### config.mk
export PLATFORM = sky130hd
export DESIGN_NAME = fp_mul_pipe
export DESIGN_NICKNAME = d
export VERILOG_FILES = /design/src/rtl/fp_mul_pipe.sv
export SDC_FILE = /design/constraint.sdc
export NUM_CORES = 1
export LEC_CHECK = 0
export ABC_AREA = 1
export CORE_MARGIN = 1.5
export CORE_UTILIZATION = 62
export CTS_BUF_LIST = sky130_fd_sc_hd__clkbuf_4 sky130_fd_sc_hd__clkbuf_8
export DETAILED_ROUTE_END_ITERATION = 8
export HOLD_SLACK_MARGIN = 0.05
export PLACE_DENSITY = 0.84
export SLEW_MARGIN = 20
export SYNTH_ARGS = -nofsm -noshare
export SYNTH_HDL_FRONTEND = slang
export SYNTH_SLANG_ARGS = --single-unit
### constraint.sdc
create_clock -name clk -period 3.05 [get_ports clk]
set_input_delay 0.61 -clock clk [delete_from_list [all_inputs] [get_ports clk]]
set_output_delay 0.61 -clock clk [all_outputs]
set_load 0.03 [all_outputs]
### src/rtl/fp_mul_pipe.sv
// fp_mul_pipe: three-stage pipelined floating-point multiplier with valid/ready flow control.
// Optional macro FP_MUL_FLAGS_EN adds a flags[3:0] = {invalid, overflow, underflow, inexact} output.
module fp_mul_pipe #(
  parameter int EXP_W = 5,
  parameter int MAN_W = 10,
  parameter int TAG_W = 4,
  localparam int W = 1 + EXP_W + MAN_W
) (
  input  logic             clk,
  input  logic             rst,
  input  logic [W-1:0]     data1,
  input  logic [W-1:0]     data2,
  input  logic [TAG_W-1:0] tag_in,
  input  logic             input_valid,
  output logic             input_ready,
  output logic [W-1:0]     datanew,
  output logic [TAG_W-1:0] tag_out,
  output logic             output_update,
  input  logic             output_ready
`ifdef FP_MUL_FLAGS_EN
  ,
  output logic [3:0]       flags
`endif
);

  localparam int PW   = 2 * MAN_W + 2;
  localparam int BIAS = (1 << (EXP_W - 1)) - 1;
  localparam int EMAX = (1 << EXP_W) - 1;
  localparam logic signed [EXP_W+1:0] BIAS_S = (EXP_W + 2)'(BIAS);
  localparam logic signed [EXP_W+1:0] EMAX_S = (EXP_W + 2)'(EMAX);
  localparam logic signed [EXP_W+1:0] ZERO_S = '0;

  // Round-to-nearest-even; returns {carry, fraction} with the carry already renormalised.
  function automatic logic [MAN_W:0] rne_round(input logic [MAN_W:0] mant,
                                               input logic guard, input logic sticky);
    logic               round_up;
    logic [MAN_W+1:0]   sum;
    round_up = guard & (sticky | mant[0]);
    sum      = {1'b0, mant} + (MAN_W + 2)'(round_up);
    return sum[MAN_W+1] ? {1'b1, sum[MAN_W:1]} : {1'b0, sum[MAN_W-1:0]};
  endfunction

  function automatic logic [W-1:0] saturate_pack(input logic sign_in,
                                                 input logic signed [EXP_W+1:0] exp_in,
                                                 input logic [MAN_W-1:0] frac_in,
                                                 input logic nan_in, input logic inf_in,
                                                 input logic zero_in);
    if (nan_in)
      return {1'b0, {EXP_W{1'b1}}, 1'b1, {(MAN_W - 1){1'b0}}};
    else if (inf_in || (!zero_in && exp_in >= EMAX_S))
      return {sign_in, {EXP_W{1'b1}}, {MAN_W{1'b0}}};
    else if (zero_in || exp_in <= ZERO_S)
      return {sign_in, {(EXP_W + MAN_W){1'b0}}};
    else
      return {sign_in, exp_in[EXP_W-1:0], frac_in};
  endfunction

  logic ld_p0, ld_p1, ld_p2;
  logic vld_p0, vld_p1, vld_p2;

  assign ld_p2       = ~vld_p2 | output_ready;
  assign ld_p1       = ~vld_p1 | ld_p2;
  assign ld_p0       = ~vld_p0 | ld_p1;
  assign input_ready = ld_p0;

  always_ff @(posedge clk or negedge rst) begin
    if (!rst) begin
      vld_p0 <= 1'b0;
      vld_p1 <= 1'b0;
      vld_p2 <= 1'b0;
    end else begin
      if (ld_p0) vld_p0 <= input_valid;
      if (ld_p1) vld_p1 <= vld_p0;
      if (ld_p2) vld_p2 <= vld_p1;
    end
  end

  // ---- Stage 1: unpack, classify, exponent sum, significand product ----
  logic                    sign_a, sign_b;
  logic [EXP_W-1:0]        exp_a, exp_b;
  logic [MAN_W-1:0]        frac_a, frac_b;
  logic                    zero_a, zero_b, inf_a, inf_b, nan_a, nan_b;
  logic [MAN_W:0]          sig_a, sig_b;
  logic                    nan_s1, inf_s1, zero_s1;
  logic signed [EXP_W+1:0] exp_sum_s1;
  logic [PW-1:0]           prod_s1;

  assign {sign_a, exp_a, frac_a} = data1;
  assign {sign_b, exp_b, frac_b} = data2;

  // A zero exponent field covers both true zero and flushed subnormals.
  assign zero_a = (exp_a == '0);
  assign zero_b = (exp_b == '0);
  assign inf_a  = (exp_a == '1) && (frac_a == '0);
  assign inf_b  = (exp_b == '1) && (frac_b == '0);
  assign nan_a  = (exp_a == '1) && (frac_a != '0);
  assign nan_b  = (exp_b == '1) && (frac_b != '0);

  assign sig_a      = zero_a ? '0 : {1'b1, frac_a};
  assign sig_b      = zero_b ? '0 : {1'b1, frac_b};
  assign prod_s1    = PW'(sig_a) * PW'(sig_b);
  assign exp_sum_s1 = $signed({2'b00, exp_a}) + $signed({2'b00, exp_b}) - BIAS_S;

  assign nan_s1  = nan_a | nan_b | (inf_a & zero_b) | (inf_b & zero_a);
  assign inf_s1  = (inf_a | inf_b) & ~nan_s1;
  assign zero_s1 = (zero_a | zero_b) & ~nan_s1;

  logic                    sign_p0, nan_p0, inf_p0, zero_p0;
  logic signed [EXP_W+1:0] exp_p0;
  logic [PW-1:0]           prod_p0;
  logic [TAG_W-1:0]        tag_p0;

  // ---- Stage 2: normalise and round ----
  logic                    msb_s2, guard_s2, sticky_s2;
  logic [PW-1:0]           norm_s2;
  logic [MAN_W:0]          rnd_s2;
  logic signed [EXP_W+1:0] exp_s2;

  assign msb_s2    = prod_p0[PW-1];
  assign norm_s2   = msb_s2 ? prod_p0 : (prod_p0 << 1);
  assign guard_s2  = norm_s2[MAN_W];
  assign sticky_s2 = |norm_s2[MAN_W-1:0];
  assign rnd_s2    = rne_round(norm_s2[PW-1 -: MAN_W+1], guard_s2, sticky_s2);
  assign exp_s2    = exp_p0 + $signed((EXP_W + 2)'(msb_s2))
                            + $signed((EXP_W + 2)'(rnd_s2[MAN_W]));

  logic                    sign_p1, nan_p1, inf_p1, zero_p1;
  logic signed [EXP_W+1:0] exp_p1;
  logic [MAN_W-1:0]        frac_p1;
  logic [TAG_W-1:0]        tag_p1;

  // ---- Stage 3: saturate, override specials, pack ----
  logic [W-1:0]     res_s3;
  logic [W-1:0]     res_p2;
  logic [TAG_W-1:0] tag_p2;

  assign res_s3 = saturate_pack(sign_p1, exp_p1, frac_p1, nan_p1, inf_p1, zero_p1);

`ifdef FP_MUL_FLAGS_EN
  logic       uf_s1, uf_p0, uf_p1, inex_p1;
  logic       fin_s3, ovf_s3, unf_s3;
  logic [3:0] flags_s3, flags_p2;

  // Both operands nonzero but the product collapsed to zero via a flushed subnormal.
  assign uf_s1    = zero_s1 & (|{exp_a, frac_a}) & (|{exp_b, frac_b});
  assign fin_s3   = ~nan_p1 & ~inf_p1 & ~zero_p1;
  assign ovf_s3   = fin_s3 & (exp_p1 >= EMAX_S);
  assign unf_s3   = (fin_s3 & (exp_p1 <= ZERO_S)) | uf_p1;
  assign flags_s3 = {nan_p1, ovf_s3, unf_s3, (fin_s3 & inex_p1) | ovf_s3 | unf_s3};
  assign flags    = flags_p2;

  always_ff @(posedge clk) begin
    if (ld_p0 & input_valid) uf_p0 <= uf_s1;
    if (ld_p1 & vld_p0) begin
      uf_p1   <= uf_p0;
      inex_p1 <= guard_s2 | sticky_s2;
    end
  end

  always_ff @(posedge clk or negedge rst) begin
    if (!rst)               flags_p2 <= '0;
    else if (ld_p2 & vld_p1) flags_p2 <= flags_s3;
  end
`endif

  always_ff @(posedge clk) begin
    if (ld_p0 & input_valid) begin
      sign_p0 <= sign_a ^ sign_b;
      exp_p0  <= exp_sum_s1;
      prod_p0 <= prod_s1;
      nan_p0  <= nan_s1;
      inf_p0  <= inf_s1;
      zero_p0 <= zero_s1;
      tag_p0  <= tag_in;
    end
    if (ld_p1 & vld_p0) begin
      sign_p1 <= sign_p0;
      exp_p1  <= exp_s2;
      frac_p1 <= rnd_s2[MAN_W-1:0];
      nan_p1  <= nan_p0;
      inf_p1  <= inf_p0;
      zero_p1 <= zero_p0;
      tag_p1  <= tag_p0;
    end
  end

  // Output register holds its value while the consumer stalls.
  always_ff @(posedge clk or negedge rst) begin
    if (!rst) begin
      res_p2 <= '0;
      tag_p2 <= '0;
    end else if (ld_p2 & vld_p1) begin
      res_p2 <= res_s3;
      tag_p2 <= tag_p1;
    end
  end

  assign datanew       = res_p2;
  assign tag_out       = tag_p2;
  assign output_update = vld_p2;

endmodule

==> results of run 1 <==
-- critical path, stage by stage --
cell	delay, ps
buf_6	90
or2_4	250
nor3_4	250
nand2_8	110
buf_8	140
buf_12	120
nand2_8	80
inv_8	40
nand2_4	50
fa_1	450
fa_1	540
inv_2	40
fa_1	510
fa_1	550
inv_1	60
fa_1	490
inv_2	50
ha_4	310
nand2_4	80
nor2_4	110
nand3_2	100
nand3_2	120
nand2_2	70
nand3_1	90
nand2_1	60
-- per-layer routing --
metal	up-vias	wire [um]	global-route usage, %
met3	112	1690	5.93
met5	-	0	0
met2	359	12200	60.6
li1	3318	-	-
met1	3552	8450	38.9
met4	0	1380	16.0
-- cell type report --
class                           count  area, um2  share of cell area, %
Sequential cell                    85       2440                   22.4
Multi-Input combinational cell    645       5500                   50.6
Clock buffer                        9        124                   1.14
Clock inverter                      7       73.8                  0.679
Tap cell                          172        215                   1.98
Inverter                          205        792                   7.29
Timing Repair Buffer              203       1730                   15.9
-- repair_timing --
item                                    CTS  global route
pin swaps                                56            42
buffers inserted                         14            10
endpoints found under the setup margin   19            20
resized for setup                       101            56
-- cell families (layout without fill, tap and decap cells) --
family,after synthesis,in the layout,share of synthesized area (%)
compound gates,48,48,3.38
xor+xnor,25,25,2.70
fa+ha+maj,154,154,31.4
buf+inv,211,424,10.2
flops,85,85,30.1
simple gates,418,418,22.3
-- registers in the layout, summed over array words and instances, names as in the netlist --
| register | cells |
|---|---|
| zero_p1 | 1 |
| output_update | 1 |
| nan_p0 | 1 |
| sign_p1 | 1 |
| sign_p0 | 1 |
| vld_p0 | 1 |
| inf_p0 | 1 |
| nan_p1 | 1 |
| zero_p0 | 1 |
| tag_p0 | 4 |
| datanew | 16 |
| inf_p1 | 1 |
| vld_p1 | 1 |
| tag_out | 4 |
| prod_p0 | 22 |
| exp_p1 | 7 |
| frac_p1 | 10 |
| tag_p1 | 4 |
| exp_p0 | 7 |
-- worst max path at each step --
stage | endpoint | depth (start not counted)
6_report | prod_p0[16] | 25
5_1_grt | prod_p0[16] | 25
4_1_cts | prod_p0[17] | 25
3_5_place_dp | prod_p0[20] | 24
3_3_place_gp | prod_p0[20] | 24
2_1_floorplan | prod_p0[21] | 23
-- power by group --
group / internal, mW / total, mW / switching, mW
logic: 3.48 / 8.23 / 4.76
registers: 1.88 / 2.06 / 0.185
clock network: 0.323 / 0.800 / 0.477
total: 5.68 / 11.1 / 5.42
-- per-stage QoR --
stage               power (mW)  hold slack (ps)  setup slack (ps)  TNS, ps
floorplan                 6.80              314             -2020   -31760
global placement          8.75              402             -2950   -47950
detailed placement        8.96              405             -2950   -48690
CTS                       10.3              426             -2010   -32400
global route              12.0              430             -2370   -38840
finish                    11.1              427             -2210   -36290
-- placed cells by master, fill, tap and decap left out, types with 21 or more instances in the layout --
cell             instances
nand3_1                 21
inv_1                  167
inv_2                   29
nor2_1                  97
nand2_2                 39
nand2_1                171
dfrtp_1                 23
fa_1                    76
clkdlybuf4s50_1         51
nand2_4                 21
ha_1                    54
buf_4                  131
edfxtp_1                62
==> results.yml, run 1 <==
sta:
  skew_ps: 16.8
  hold_viol_final: 0
  worstMarginPinSlew_ps: 499
  finalSetupViolCount: 19
  rsz0062_at_grt: "yes"
  relSlewSlack_pct: 66.7
  drv_slew: 0
  max_freq_mhz: 190
  period_share_pct: 172
  fin_ws_ps: -2210
  min_period_ps: 5260
placement:
  port_buffers: 61
  gp_congestion: 0.986
  hpwl_mm: 17.1
  place_inst: 1286
  place_area_um2: 10000
drt:
  ant_nets: 0
  viasPerCell: 5.54
  vias: 7341
  drc: 0
  drt_first_iter_violations: 584
  routed_wl_mm: 23.7
  dr.pass1.iters: 6
  wire_per_inst_um: 17.9
yosys:
  synth.avg_cell_area_um2: 8.61
  yosys_warnings: 0
  synth_top_area_cell: "edfxtp_1"
  synth_common_cells: "nand2_1 (220), inv_1 (195), nor2_1 (109)"
  synth_fp_nets: 1135
  synth_cells: 941
  seq_area_frac_synth_pct: 30.1
  ys_ff_latch: 85
  synth_ff_type: "edfxtp_1"
  synth_top_area_share_pct: 23.0
  async_flop_share_pct: 27.1
  yosys-top-cells-area: "edfxtp_1 (23%), fa_1 (20%), ha_1 (11%), nand2_1 (10%), inv_1 (9.0%)"
  synth_area_um2: 8100
  synth_most_common_cell: "nand2_1"
  ys_types: 40
  synth_edf_count: 62
die:
  rows: 41
  coreArea_um2: 12700
  ioPinCount: 62
  fp.dieW_um: 117
  start_util_pct: 63.9
  die_h_um: 117
  die_area_um2: 13800
setup_path:
  cp_max_fo: 6
  startpoint_type: "input port"
  r2r-end: "exp_p1[6]"
  r2r_start: "prod_p0[21]"
  worst_ep_arrival_time_ps: 5410
  r2r_setup_slack_ps: 150
  crit_start: "data1[10]"
  path_class: "in -> reg"
  rr_worst_depth: 13
  crit_required_ps: 3200
  end_kind: "flip-flop"
grt:
  grt_max_degree: 38
  first_global_vias: 7575
  overflow: 0
  grt_pass1_wl_mm: 36.1
  grt.total_usage_pct: 33.7
  antenna_found_initial: 0
clock_network:
  numCtsBuffers: 9
  clk_pin_slew_ps: 100
  cts.path.max_buffers: 2
  htreeDepth: 3
  cts-root-buf: "clkbuf_8"
  numClockSinks: 85
  clk_latency_ps: 380
  holdBufCountCts: 0
  cts_tree: "done"
worst_hold_path:
  hp-class: "reg -> reg"
  holdPathStages: 0
  min_to: "inf_p1"
  hold_path.startpoint: "inf_p0"
layout:
  final_cell_count_no_fill: 1326
  fin_area_um2: 10900
  synthToLayoutAreaGrowth_pct: 34.2
  final_core_utilization_pct: 85.8
  nFillCells: 678
  diodes: 0
  fin_nets: 1343
  drive_gt1_share_pct: 29.1
pwr:
  leakagePower_nw: 5.45
  p_per_area_nw_per_um2: 1020
  peakVddDrop_uv: 877
outcome:
  violations: "setup timing"
  status: "finished, violations left"
job:
  drv_cap: 0
Power figures use the tool's default switching activity.
==> inputs of run 2 (changes only) <==
--- a/config.mk
+++ b/config.mk
@@ -7,11 +7,11 @@
 export LEC_CHECK = 0
 export ABC_AREA = 1
 export CORE_MARGIN = 1.5
-export CORE_UTILIZATION = 62
+export CORE_UTILIZATION = 56
 export CTS_BUF_LIST = sky130_fd_sc_hd__clkbuf_4 sky130_fd_sc_hd__clkbuf_8
 export DETAILED_ROUTE_END_ITERATION = 8
 export HOLD_SLACK_MARGIN = 0.05
-export PLACE_DENSITY = 0.84
+export PLACE_DENSITY = 0.8
 export SLEW_MARGIN = 20
 export SYNTH_ARGS = -nofsm -noshare
 export SYNTH_HDL_FRONTEND = slang
==> constraint.sdc (replaced) <==
create_clock -name clk -period 4.6 [get_ports clk]
set_input_delay 0.92 -clock clk [delete_from_list [all_inputs] [get_ports clk]]
set_output_delay 0.92 -clock clk [all_outputs]
set_load 0.03 [all_outputs]
==> results.yml, run 2 (synthesis gave the netlist of run 1 again) <==
drt:
  wire_per_inst_um: 16.9
  drc: 0
  drt_first_iter_violations: 570
  viasPerCell: 5.30
  ant_nets: 0
  dr.pass1.iters: 5
  routed_wl_mm: 22.5
  vias: 7046
setup_path:
  startpoint_type: "input port"
  crit_required_ps: 4720
  crit_cells: 25
  cp_num_buf_inv: 7
  cp_max_fo: 4
  critPathSlowestCell: "fa_1"
  end_kind: "flip-flop"
  path_class: "in -> reg"
  rr_worst_depth: 12
  r2r-end: "exp_p1[6]"
  r2r_setup_slack_ps: 1180
  crit_end: "prod_p0[16]"
  r2r_start: "prod_p0[21]"
  path_delay_family: "adder cells"
  path_common_cell: "fa_1"
  crit_start: "data1[10]"
  worst_ep_arrival_time_ps: 5570
  cpPeakStageDelay_ps: 570
grt:
  grt.total_usage_pct: 30.7
  grt_max_degree: 38
  overflow: 0
  first_global_vias: 7222
  antenna_found_initial: 0
  grt_pass1_wl_mm: 35.0
die:
  start_util_pct: 57.9
  coreArea_um2: 14000
  die_area_um2: 15200
  rows: 43
  ioPinCount: 62
  die_h_um: 123
  fp.dieW_um: 123
sta:
  drv_slew: 0
  min_period_ps: 5460
  skew_ps: 17.6
  hold_viol_final: 0
  relSlewSlack_pct: 32.0
  fin_tns_setup_ps: -11650
  finalSetupViolCount: 17
  rsz0062_at_grt: "yes"
  fin_ws_ps: -857
  worstMarginPinSlew_ps: 1020
  max_freq_mhz: 183
  period_share_pct: 119
clock_network:
  cts.path.max_buffers: 2
  clk_latency_ps: 370
  htreeDepth: 3
  holdBufCountCts: 0
  cts_tree: "done"
  cts-root-buf: "clkbuf_8"
  numCtsBuffers: 9
  numClockSinks: 85
  clk_pin_slew_ps: 90
pwr:
  p_per_area_nw_per_um2: 683
  p_comb_share_pct: 73.9
  clkPwrFrac_pct: 7.8
  p_sw_share_pct: 48.0
  leakagePower_nw: 5.47
  internal_power_mw: 3.90
  p_seq_share_pct: 18.4
  peakVddDrop_uv: 740
  finalPower_mw: 7.51
  netSwitchingPower_mw: 3.60
placement:
  place_area_um2: 9980
  hpwl_mm: 16.9
  place_inst: 1287
  gp_congestion: 0.985
  port_buffers: 61
layout:
  drive_gt1_share_pct: 30.7
  fin_area_um2: 11000
  layout_common_cells: "inv_1 (168), nand2_1 (163), buf_4 (115), nor2_1 (96), fa_1 (72)"
  fin_nets: 1338
  largest_reg_flops: 22
  regMostFlops: "prod_p0"
  final_cell_count_no_fill: 1329
  diodes: 0
  synthToLayoutAreaGrowth_pct: 35.7
  final_common_cell: "inv_1"
job:
  drv_cap: 0
worst_hold_path:
  hp-class: "reg -> reg"
  holdPathStages: 0
outcome:
  status: "finished, violations left"
  violations: "setup timing"
run 2: cell types whose count changed in the layout (fill, tap and decap cells not counted), sizes merged:
| cell | delta |
|---|---|
| bufinv | +1 |
| clkinv | -2 |
| dlygate4sd2 | -4 |
| clkdlybuf4s50 | -1 |
| clkinvlp | +1 |
| clkdlybuf4s15 | -1 |
| buf | +1 |
run 2: area by class of cell:
cell class                      instances  area, um2
Multi-Input combinational cell        645       5590
Fill cell                             873       3000
Sequential cell                        85       2440
Timing Repair Buffer                  198       1730
Inverter                              205        792
Tap cell                              180        225
Clock buffer                            9        124
Clock inverter                          7       91.3
run 2: per-stage QoR:
step           worst slack (ps)  hold WS (ps)  util (%)
6_report                   -857           427      78.6
5_1_grt                   -1050           451      78.6
4_1_cts                    -740           428      76.7
3_5_place_dp              -1680           406      71.3
3_3_place_gp              -1590           401      71.3
2_1_floorplan              -777           400         -
run 2: how the worst min path moves through the flow:
stage | to | slack (ps) | startpoint
global route | tag_p1[2] | 450 | tag_p0[2]
detailed placement | zero_p1 | 410 | zero_p0
floorplan | inf_p1 | 400 | inf_p0
CTS | zero_p1 | 430 | zero_p0
finish | zero_p1 | 430 | zero_p0
global placement | zero_p1 | 400 | zero_p0
run 2: layer usage:
layer	GRT usage (%)	wire length [um]	up-vias
met1	37.5	8550	3401
met5	0	0	-
met3	3.92	1320	55
met2	56.1	11900	282
li1	-	-	3308
met4	10.5	697	0
run 2: what timing repair did:
action,in CTS,in global routing
buffers inserted,20,7
pin swaps,46,43
endpoints found under the hold margin,0,0
resized for setup,161,49
setup endpoints to repair,18,17
run 2: power by group through the flow:
stage / Combinational (mW) / Sequential [mW] / Clock (mW)
6_report: 5.55 / 1.38 / 0.583
5_1_grt: 6.13 / 1.40 / 0.616
4_1_cts: 4.92 / 1.37 / 0.585
3_5_place_dp: 4.46 / 1.39 / 0
3_3_place_gp: 4.35 / 1.37 / 0
2_1_floorplan: 3.05 / 1.46 / 0
